[config.mk]
export PLATFORM = sky130hd
export DESIGN_NAME = div_16bit_check
export DESIGN_NICKNAME = d
export VERILOG_FILES = /design/src/rtl/div_pkg.sv /design/src/rtl/div_16bit_check.sv
export SDC_FILE = /design/constraint.sdc
export NUM_CORES = 1
export LEC_CHECK = 0
export CORE_MARGIN = 8
export CORE_UTILIZATION = 55
export DETAILED_ROUTE_END_ITERATION = 10
export GPL_ROUTABILITY_DRIVEN = 0
export GPL_TIMING_DRIVEN = 0
export PLACE_DENSITY_LB_ADDON = 0.08
export SYNTH_ARGS = -nofsm -noshare
export SYNTH_HDL_FRONTEND = slang
export SYNTH_SLANG_ARGS = --single-unit
[constraint.sdc]
create_clock -name clk -period 4.2 [get_ports clk]
set_clock_uncertainty 0.1 [all_clocks]
set_input_delay 0.63 -clock clk [delete_from_list [all_inputs] [get_ports clk]]
set_output_delay 0.63 -clock clk [all_outputs]
set_load 0.05 [all_outputs]
[src/rtl/div_pkg.sv]
// Shared constants and FSM state encoding for the 16-bit/8-bit divider family.
// The divider and its shift-add reconstructor both import this package.
package div_pkg;

    localparam int DIV_QW = 16;
    localparam int DIV_BW = 8;

    typedef enum logic [1:0] {
        IDLE = 2'd0,
        BUSY = 2'd1,
        DONE = 2'd2
    } div_state_t;

endpackage

[src/rtl/div_16bit_check.sv]
// Shift-add reconstructor: dividend = q*b + r, with a flag for whether the result
// fits back into the divider's QW-bit dividend range.
module div_16bit_check
    import div_pkg::*;
#(
    parameter int QW = DIV_QW,
    parameter int BW = DIV_BW
) (
    input  logic             clk,
    input  logic             rst,
    input  logic             in_valid,
    output logic             in_ready,
    input  logic [QW-1:0]    q,
    input  logic [BW-1:0]    b,
    input  logic [QW-1:0]    r,
    output logic             out_valid,
    input  logic             out_ready,
    output logic [QW+BW-1:0] dividend,
    output logic             fits
);

    localparam int CW = (BW > 1) ? $clog2(BW) : 1;
    localparam logic [CW-1:0] CNT_LAST = CW'(BW - 1);

    div_state_t       r_state;
    logic [QW+BW-1:0] r_acc;
    logic [QW+BW-1:0] r_mcand;
    logic [BW-1:0]    r_mplier;
    logic [CW-1:0]    r_cnt;
    logic [QW+BW-1:0] r_dividend;
    logic             r_fits;
    logic [QW+BW-1:0] w_accNext;

    // No early exit on zero multiplier bits, so latency is always exactly BW edges.
    assign w_accNext = r_acc + (r_mplier[0] ? r_mcand : '0);

    assign in_ready  = (r_state == IDLE) && !rst;
    assign out_valid = (r_state == DONE);
    assign dividend  = r_dividend;
    assign fits      = r_fits;

    always_ff @(posedge clk) begin
        if (rst) begin
            r_state    <= IDLE;
            r_acc      <= '0;
            r_mcand    <= '0;
            r_mplier   <= '0;
            r_cnt      <= '0;
            r_dividend <= '0;
            r_fits     <= 1'b0;
        end else begin
            case (r_state)
                IDLE: begin
                    if (in_valid) begin
                        r_acc    <= {{BW{1'b0}}, r};
                        r_mcand  <= {{BW{1'b0}}, q};
                        r_mplier <= b;
                        r_cnt    <= '0;
                        r_state  <= BUSY;
                    end
                end
                BUSY: begin
                    r_acc    <= w_accNext;
                    r_mcand  <= r_mcand << 1;
                    r_mplier <= r_mplier >> 1;
                    r_cnt    <= r_cnt + 1'b1;
                    if (r_cnt == CNT_LAST) begin
                        r_dividend <= w_accNext;
                        r_fits     <= (w_accNext[QW+BW-1:QW] == '0);
                        r_state    <= DONE;
                    end
                end
                DONE: begin
                    // Result registers are left alone on retire; only the state moves.
                    if (out_ready) begin
                        r_state <= IDLE;
                    end
                end
                default: r_state <= IDLE;
            endcase
        end
    end

endmodule

; ---- Word level (Yosys, flattened, before mapping)
; Index checks and enable logic that the tools add are counted.
[op_classes]
muxes = 13
n_eq_ne = 6
n_reduce_logical = 8
addsub = 2
[op_table]
columns = operator, n
row1 = case mux 24 bit (2 select lines), 2
row2 = two-way mux 24 bit, 3
row3 = adder 24 bit, 1
row4 = case mux 8 bit (2 select lines), 1
row5 = zero test 8 bit, 1
row6 = two-way mux 8 bit, 1
row7 = two-way mux 2 bit, 3
row8 = case mux 2 bit (3 select lines), 1
row9 = case mux 3 bit (2 select lines), 1
row10 = != test 2 bit (second input constant), 2
row11 = AND reduction 2 bit, 2
row12 = adder 3 x 1 -> 3 bit (second input constant), 1
row13 = equality test 3 bit (second input constant), 1
row14 = two-way mux 3 bit, 1
row15 = AND reduction 3 bit, 1
row16 = equality test 2 x 1 -> 1 bit (second input constant), 1
row17 = equality test 2 bit (second input constant), 1
row18 = zero test 2 bit, 1
row19 = != test 2 x 1 -> 1 bit (second input constant), 1
row20 = nonzero test 2 bit, 1
row21 = logical AND 1 bit, 1
row22 = zero test 1 bit, 1
[totals]
elab_cells = 36
input_bits = 44
ff_bits = 86

; ---- Longest topological paths before layout
[depth]
depth_word = 3
mapped_depth = 12
ltp_nobuf = 11

; ---- Worst setup path after synthesis
; Ideal clock, no wire load.
[synth_path]
kind = register to register
start = reg r_mplier[0]
end = reg r_fits (netlist: fits)
path_buffers = 1
synth_period_minus_slack_ns = 2.953
path_stages_with_launch = 12
setup_ns = 0.084
slack_ns = 1.247
arrival_time_ns = 2.769
required_ns = 4.016
cell_sequence = dfxtp_1 > clkbuf_1 > and2_1 > ha_1 > a21oi_1 > a211oi_2 > nor2_1 > o31a_1 > o41ai_2 > xor2_1 > or3_1 > o31ai_2
[synth_between]
elab_chain_len = 3
[synth_rtl]
columns = element, line
row1 = start: declaration, div_16bit_check.sv:28  ; logic [BW-1:0] r_mplier;
row2 = start signal: assignment, div_16bit_check.sv:65  ; r_mplier <= r_mplier >> 1;
row3 = two-way mux 24 bit, div_16bit_check.sv:35  ; assign w_accNext = r_acc + (r_mplier[0] ? r_mcand : '0);
row4 = adder 24 bit, div_16bit_check.sv:35
row5 = zero test 8 bit, div_16bit_check.sv:69  ; r_fits <= (w_accNext[QW+BW-1:QW] == '0);
row6 = end signal: assignment, div_16bit_check.sv:69
row7 = end: declaration, div_16bit_check.sv:31  ; logic r_fits;
; Every way passes these cells.
; A chain may end at the register's enable or synchronous reset.

; ---- Worst setup path in the final report
; Ends and elaborated chain as after synthesis.

==> impl_metrics.env <==
export IMPL_cts_tree="yes"
export IMPL_cts_resized=0
export IMPL_synth_fa_ha_area_share_pct=6.51
export IMPL_cts_root_buf="clkbuf_8"
export IMPL_post_route_period_util_pct=86.7
export IMPL_nNetsFinal=825
export IMPL_fin_crit_ns=3.64
export IMPL_fillers=820
export IMPL_critical_path_cell_chain="clkbuf_1 > and2_1 > ha_1 > nand2_2 > o21ai_0 > nor2_1 > o31a_1 > o41ai_2 > xor2_1 > or3_1 > o31ai_2"
export IMPL_die_w_um=112
export IMPL_crit_slowest_cell="dfxtp_1"
export IMPL_drtIter0Drc=348
export IMPL_max_slew_margin_pct=59.0
export IMPL_crit_fanout=10
export IMPL_antenna_found_initial=0
export IMPL_clk_path_buf_depth=2
export IMPL_cts_setup_buffers=0
export IMPL_die_h_um=112
export IMPL_synth_top_family_by_area="simple AND/OR/NAND/NOR gates"
export IMPL_io_pins=71
export IMPL_clock_latency_ns=0.38
export IMPL_cts_sinks=86
export IMPL_cp_start_kind="flip-flop"
export IMPL_drt_wl_total_um=15000
export IMPL_synthXorXnorAreaFrac_pct=3.60
export IMPL_rrSetupSlack_ns=0.56
export IMPL_rows=35
export IMPL_critPathMaxStageDelay_ns=0.53
export IMPL_dp_cells=855
export IMPL_dr_pass1_iters=5
export IMPL_grt_pass1_vias=4908
export IMPL_required_ns=4.40
export IMPL_leakagePower_nw=2.44
export IMPL_drive_gt1_share_pct=5.39
export IMPL_grt_max_degree=17
export IMPL_grt_usage_pct=23.5
export IMPL_min_path_type="reg2reg"
export IMPL_maxCapViolCount=0
export IMPL_layout_cells_non_filler=871
export IMPL_arrival_ns=3.85
export IMPL_cts_max_level=3
export IMPL_yosys_cell_types_count=58
export IMPL_setup_tns_final_ns=0
export IMPL_synthSimpleGateAreaFrac_pct=27.3
export IMPL_synth_edf_count=0
export IMPL_rsz0062_at_grt="no"
export IMPL_wl_per_cell_um=17.3
export IMPL_hpwl_um=11600
export IMPL_grt_ovfl_total=0
export IMPL_worstSetupEndpointType="flip-flop"
export IMPL_setup_viol=0
export IMPL_post_route_drc_count=0
export IMPL_io_buffer_count=69
export IMPL_fmaxAchievable_ghz=0.274
export IMPL_synth_ff_type="dfxtp_1"
export IMPL_diodes=0
export IMPL_antenna_left=0
export IMPL_cts_made_buffers=9
export IMPL_ys_ff_latch=86
export IMPL_status="complete, no violations"
export IMPL_num_vias=5107
export IMPL_synthMuxAreaShare_pct=0.587
export IMPL_ir_drop_v=0.000173
export IMPL_synth_area_um2=5110
export IMPL_synth_seq_area_share_pct=33.7
export IMPL_core_area_um2=9110
export IMPL_synth_compound_area_share_pct=22.7
export IMPL_ys_warn_count=0
export IMPL_syn_area_per_cell_um2=7.57
export IMPL_syn_nets=745
export IMPL_via_per_inst=5.86
export IMPL_criticalPathCategory="reg2reg"
export IMPL_mostFrequentLayoutCells="nor2_1 (127), dfxtp_1 (86), a21oi_1 (83), clkdlybuf4s50_1 (69), nand2_1 (62)"
export IMPL_syn_to_final_growth_pct=20.2
export IMPL_clk_pin_slew_ns=0.10
export IMPL_start_util_pct=56.1
export IMPL_syn_inst=675
export IMPL_maxSlewViolCount=0
export IMPL_grt_first_pass_wirelength_um=24100
export IMPL_powerDensity_nw_per_um2=303
export IMPL_cts_hold_buf=0
export IMPL_worstMarginPinSlew_ns=0.615
export IMPL_async_reset_ff_share_pct=0
export IMPL_hold_viol_final=0
export IMPL_fp_dieArea_um2=12600
export IMPL_layout_commonest_cell="nor2_1"
[cells by family (layout without fill, tap and decap cells)]
group,Yosys count,after routing
fa+ha+maj,26,26
flops,86,86
simple gates,304,304
mux,3,3
compound gates,176,176
buf+inv,59,144
xor+xnor,21,21
[final cells by class]
type,count,area [um2],share of cell area [%]
Sequential cell,86,1720,28.0
Buffer,47,244,3.97
Clock buffer,9,124,2.02
Inverter,12,45.0,0.733
Multi-Input combinational cell,530,3100,50.5
Tap cell,111,139,2.26
Timing Repair Buffer,69,691,11.2
Clock inverter,7,80.1,1.30
[state kept, by name, summed over array words and instances (netlist names)]
signal	flops
r_mcand	24
dividend	24
r_mplier	8
r_cnt	3
fits	1
r_state	2
r_acc	24
[where the power goes]
group | internal [mW] | switching [mW] | leakage (nW) | total, mW
Sequential | 0.853 | 0.0299 | 0.703 | 0.883
Combinational | 0.147 | 0.198 | 1.63 | 0.346
Clock | 0.283 | 0.348 | 0.102 | 0.631
Total | 1.28 | 0.576 | 2.44 | 1.86
[cells in the mapped netlist (all sizes together) (5+ instances only)]
cell type / instances / area share (%)
a21oi: 85 / 8.5
nor2: 127 / 9.3
o211ai: 7 / 1.0
a22oi: 20 / 2.9
o21ai: 12 / 1.2
nor2b: 31 / 3.8
a211oi: 8 / 1.4
nor3: 36 / 3.5
xnor2: 14 / 2.4
and2: 26 / 3.2
o22a: 5 / 0.86
a21o: 7 / 1.0
xor2: 7 / 1.2
o221a: 5 / 1.1
nand2: 63 / 4.7
clkbuf: 34 / 3.1
inv: 12 / 0.88
dfxtp: 86 / 34
ha: 25 / 6.1
buf: 13 / 1.7
[worst paths after layout]
path                startpoint      endpoint  cells past startpoint
setup / recovery   r_mplier[0]          fits                     11
hold / removal    dividend[18]  dividend[18]                      2
setup reg to reg   r_mplier[0]          fits                     11
hold reg to reg   dividend[18]  dividend[18]                      2
[worst max-delay path: cells and delay by family, from the launching register on]
kind	cells	cell delay, ns
compound gates	4	1.33
simple gates	4	0.85
flops	1	0.53
buf+inv	1	0.32
fa+ha+maj	1	0.26
xor+xnor	1	0.17
[through the flow]
step	hold WS, ns	instance area [um2]	power (mW)	util, %	worst slack (ns)
floorplan	0.336	5110	1.12	-	1.25
global placement	0.344	5940	1.23	65.2	0.716
detailed placement	0.348	5940	1.24	65.2	0.686
CTS	0.362	6150	1.85	67.5	0.629
global route	0.378	6150	1.93	67.5	0.477
finish	0.358	6150	1.86	67.5	0.557
[routing by layer]
metal,global-route usage [%],wire length (um)
met5,0,0
met1,28.5,6280
met2,39.9,7300
met3,4.13,1080
met4,9.89,383
(Power assumes the default switching activity.)
